===== src/rtl/c17_pipe.sv =====
// rtl/c17_pipe.sv - two-stage pipelined array of NAND2 c17 channels with optional toggle counters
// Optional feature macro: C17_PIPE_TOGGLE_CNT_EN enables the per-channel output toggle counters.
module c17_pipe #(
    parameter int CHANNELS = 4,
    parameter int CNT_W    = 8
) (
    input  logic                      clk,
    input  logic                      rst,
    input  logic                      in_valid,
    output logic                      in_ready,
    input  logic [CHANNELS-1:0]       nx1,
    input  logic [CHANNELS-1:0]       nx2,
    input  logic [CHANNELS-1:0]       nx3,
    input  logic [CHANNELS-1:0]       nx6,
    input  logic [CHANNELS-1:0]       nx7,
    output logic                      out_valid,
    input  logic                      out_ready,
    output logic [CHANNELS-1:0]       nx22,
    output logic [CHANNELS-1:0]       nx23,
    input  logic                      cnt_clr,
    output logic [CHANNELS*CNT_W-1:0] tog22,
    output logic [CHANNELS*CNT_W-1:0] tog23
);

    function automatic logic [CHANNELS-1:0] nand2(input logic [CHANNELS-1:0] a,
                                                  input logic [CHANNELS-1:0] b);
        return ~(a & b);
    endfunction

    logic [CHANNELS-1:0] s1_x1, s1_x2, s1_x3, s1_x6, s1_x7;
    logic                v1, v2;
    logic [CHANNELS-1:0] q22, q23;
    logic [CHANNELS-1:0] n0, n1, n2, n3, c22, c23;
    logic                take1, adv2, out_fire;

    always_comb begin
        n1  = nand2(s1_x3, s1_x6);
        n0  = nand2(s1_x1, s1_x3);
        n3  = nand2(s1_x2, n1);
        n2  = nand2(s1_x7, n1);
        c22 = nand2(n0, n3);
        c23 = nand2(n3, n2);
    end

    // Stage 1 may refill whenever it is empty or draining into stage 2 this cycle.
    assign adv2      = v1 && (!v2 || out_ready);
    assign in_ready  = !rst && (!v1 || !v2 || out_ready);
    assign take1     = in_valid && in_ready;
    assign out_fire  = v2 && out_ready;
    assign out_valid = v2;
    assign nx22      = q22;
    assign nx23      = q23;

    always_ff @(posedge clk) begin
        if (rst) begin
            v1    <= 1'b0;
            v2    <= 1'b0;
            q22   <= '0;
            q23   <= '0;
            s1_x1 <= '0;
            s1_x2 <= '0;
            s1_x3 <= '0;
            s1_x6 <= '0;
            s1_x7 <= '0;
        end else begin
            if (take1) begin
                v1    <= 1'b1;
                s1_x1 <= nx1;
                s1_x2 <= nx2;
                s1_x3 <= nx3;
                s1_x6 <= nx6;
                s1_x7 <= nx7;
            end else if (adv2) begin
                v1 <= 1'b0;
            end
            if (adv2) begin
                v2  <= 1'b1;
                q22 <= c22;
                q23 <= c23;
            end else if (out_fire) begin
                v2 <= 1'b0;
            end
        end
    end

`ifdef C17_PIPE_TOGGLE_CNT_EN
    localparam logic [CNT_W-1:0] CNT_ONE = {{(CNT_W-1){1'b0}}, 1'b1};
    localparam logic [CNT_W-1:0] CNT_MAX = {CNT_W{1'b1}};

    logic [CHANNELS-1:0]       prev22, prev23;
    logic [CHANNELS*CNT_W-1:0] cnt22, cnt23;

    // History tracks the last transferred bits and survives cnt_clr.
    always_ff @(posedge clk) begin
        if (rst) begin
            prev22 <= '0;
            prev23 <= '0;
            cnt22  <= '0;
            cnt23  <= '0;
        end else begin
            if (out_fire) begin
                prev22 <= q22;
                prev23 <= q23;
            end
            for (int k = 0; k < CHANNELS; k++) begin
                if (cnt_clr) begin
                    cnt22[k*CNT_W +: CNT_W] <= '0;
                    cnt23[k*CNT_W +: CNT_W] <= '0;
                end else if (out_fire) begin
                    if ((q22[k] != prev22[k]) && (cnt22[k*CNT_W +: CNT_W] != CNT_MAX))
                        cnt22[k*CNT_W +: CNT_W] <= cnt22[k*CNT_W +: CNT_W] + CNT_ONE;
                    if ((q23[k] != prev23[k]) && (cnt23[k*CNT_W +: CNT_W] != CNT_MAX))
                        cnt23[k*CNT_W +: CNT_W] <= cnt23[k*CNT_W +: CNT_W] + CNT_ONE;
                end
            end
        end
    end

    assign tog22 = cnt22;
    assign tog23 = cnt23;
`else
    logic unused_cnt_clr;
    assign unused_cnt_clr = cnt_clr;
    assign tog22 = '0;
    assign tog23 = '0;
`endif

endmodule


===== config.mk =====
export PLATFORM = sky130hd
export DESIGN_NAME = c17_pipe
export DESIGN_NICKNAME = d
export VERILOG_FILES = /design/src/rtl/c17_pipe.sv
export SDC_FILE = /design/constraint.sdc
export NUM_CORES = 1
export LEC_CHECK = 0
export BUFFER_PORTS_ARGS = -buffer_cell sky130_fd_sc_hd__buf_2
export CAP_MARGIN = 30
export CORE_MARGIN = 2
export CORE_UTILIZATION = 47
export CTS_BUF_LIST = sky130_fd_sc_hd__clkbuf_2 sky130_fd_sc_hd__clkbuf_4 sky130_fd_sc_hd__clkbuf_8
export CTS_CLUSTER_SIZE = 40
export DETAILED_ROUTE_END_ITERATION = 8
export GPL_TIMING_DRIVEN = 0
export PLACE_DENSITY = 0.82
export SYNTH_ARGS = -nofsm -noshare
export SYNTH_HDL_FRONTEND = slang
export SYNTH_SLANG_ARGS = --single-unit

===== constraint.sdc =====
create_clock -name clk -period 2.3 [get_ports clk]
set_clock_uncertainty 0.15 [all_clocks]
set_input_delay 0.115 -clock clk [delete_from_list [all_inputs] [get_ports clk]]
set_output_delay 0.115 -clock clk [all_outputs]
set_load 0.05 [all_outputs]

==> run metrics <==
post-synthesis sequential area ratio 33.1%; worst endpoint data arrival time 1.33 ns; share of layout cells above drive strength 1 43.6%; LEAKAGE 1.43 nW; GPL Wtd Cong 0.734; Post-Synthesis Cells 180; H-tree depth reported by CTS 2; Synth area leaders dfxtp_1 (33%), buf_4 (27%), mux2_4 (17%); CTS tree done; Critical Path End in_ready; Crit Path Max Fanout 6; R2R depth 4; drt pass-1 iters 4; via count 1385; Filler Cells Inserted 293; Max VDD drop 0.437 mV; CP Data Required Time 2.04 ns; routed vias/inst 3.95; synth unique cells 18; maxcap violations 0; status complete, no violations; n_diodes 0; final WL 3.51 mm; gr ovfl total 0; row count 22; synthesized area 1810 um2; Mapped Avg Cell Area 10.1 um2; endpoints failing setup 0; Die H 66.1 um; most frequent cells in the layout buf_4 (65), conb_1 (64), buf_2 (37), dfxtp_1 (30), dlygate4sd3_1 (21); dpl hpwl 2.44 mm; synth-to-layout area growth 41.6%; DRT antenna net count 0; RR Endpoint s1_x6[1]; FF+latch count, synth 30; Sink Count 30; period utilisation layout 69.5%; Critical path origin out_valid; Worst Setup Path Type reg -> out; post-CTS setup buffers 0; crit path time final 1.60 ns; worst r2r src out_valid; root buf cell clkbuf_8; Bufs on Longest Clock Path 2; post-synth top area share 33.1%; vias in the first global route 1204; max-slew violations 0; Total Neg Setup Slack 0 ns; largest area contributor in the netlist dfxtp_1; nets 329; FMAX 0.626 GHz; WL/cell 9.99 um; io pins 99; final hold vios 0; worst-skew pair later-pin latency 0.28 ns; reg2reg setup slack 0.94 ns; HP Class in -> reg; Initial Util 49.2%; Final WS setup 0.702 ns; Synthesis Warnings 0; IO Port Bufs 33; first-iteration detailed-routing DRC count 16; DRC 0; CTS clk-pin slew, worst paths 0.06 ns; core area 3690 um2; pre-CTS WS 0.923 ns; Crit. End Element primary output; Overall Global Routing Usage 16.9%; most common cell after layout, fill and taps aside buf_4; unrepaired setup endpoints after global routing no; largest net degree at the start of global routing 11; CP Launch Type flip-flop; first-pass GRT wire length 5.47 mm; die area 4370 um2; antenna violations before repair 0; die span in x 66.1 um; total CTS buffers 5; Pwr Density 596 nW/um2
[power breakdown]
group,leakage [nW],switching (mW),internal [mW]
clock network,0.0431,0.185,0.230
registers,0.248,0.0232,0.559
logic,1.14,0.343,0.192
total,1.43,0.551,0.980
[cells by family after synthesis]
kind of cell	share of synthesized area, %
DFF	33.1
buffers and inverters	29.7
and+or+nand+nor	11.1
other	0.207
AOI/OAI and AO/OA	9.38
muxes	16.6
[critical path, cell delays in order (launching register included)]
cell and delay [ns]:
dfxtp_1 0.35, and2b_1 0.24, a21oi_1 0.18, buf_2 0.28
[state kept, by name (all words and copies together), names as in the netlist]
signal     flops
nx22           4
nx23           4
s1_x1          4
s1_x2          4
s1_x3          4
s1_x6          4
s1_x7          4
out_valid      1
v1             1
[cell usage after synthesis]
master,count
buf_4,65
nor2_1,1
nand3b_4,2
o2111ai_1,4
a211oi_1,4
mux2_4,20
buf_2,4
conb_1,1
nor2b_1,17
a22oi_1,4
dfxtp_1,30
a21oi_1,11
o21ai_0,4
inv_1,2
and2b_1,4
nand2_1,4
buf_6,2
nand2b_1,1
[stage by stage]
| stage | hold slack, ns | power, mW | instance area (um2) | cells | util, % |
|---|---|---|---|---|---|
| CTS | 0.0221 | 1.52 | 2570 | 351 | 69.6 |
| global route | 0.0183 | 1.59 | 2570 | 351 | 69.6 |
| finish | 0.0147 | 1.53 | 2570 | 351 | 69.6 |
| global placement | 0.191 | 1.09 | 2280 | 324 | 61.7 |
| floorplan | 0.0945 | 1.04 | 2050 | 243 | - |
| detailed placement | 0.193 | 1.09 | 2280 | 324 | 61.7 |
[area by class of cell]
type | count | area, um2 | share of cell area (%)
plain buffers | 71 | 531 | 20.7
clock buffers | 6 | 82.6 | 3.21
inverters | 2 | 7.51 | 0.292
multi-input cells | 140 | 912 | 35.5
flip-flops and latches | 30 | 601 | 23.4
well taps | 48 | 60.1 | 2.34
repair buffers | 54 | 375 | 14.6
[metal layers]
metal	part of all wire, %	up-vias	global-route usage, %
met4	1.6	0	6.89
met2	50	58	29.4
li1	-	718	-
met1	40	602	18.8
met5	0	-	0
met3	8.5	7	5.45
[how the worst min path moves through the flow]
stage,to,from,slack [ns],cells past startpoint
CTS,v1,out_ready,0.02,3
finish,v1,out_ready,0.01,3
global placement,s1_x6[1],nx6[1],0.19,2
detailed placement,s1_x2[1],nx2[1],0.19,2
global route,v1,out_ready,0.02,3
floorplan,v1,in_valid,0.09,2
[repair_timing]
item	in CTS	in global routing
hold buffers	21	0
resized for setup	0	0
endpoints found under the hold margin	21	0
(Power assumes the default switching activity.)
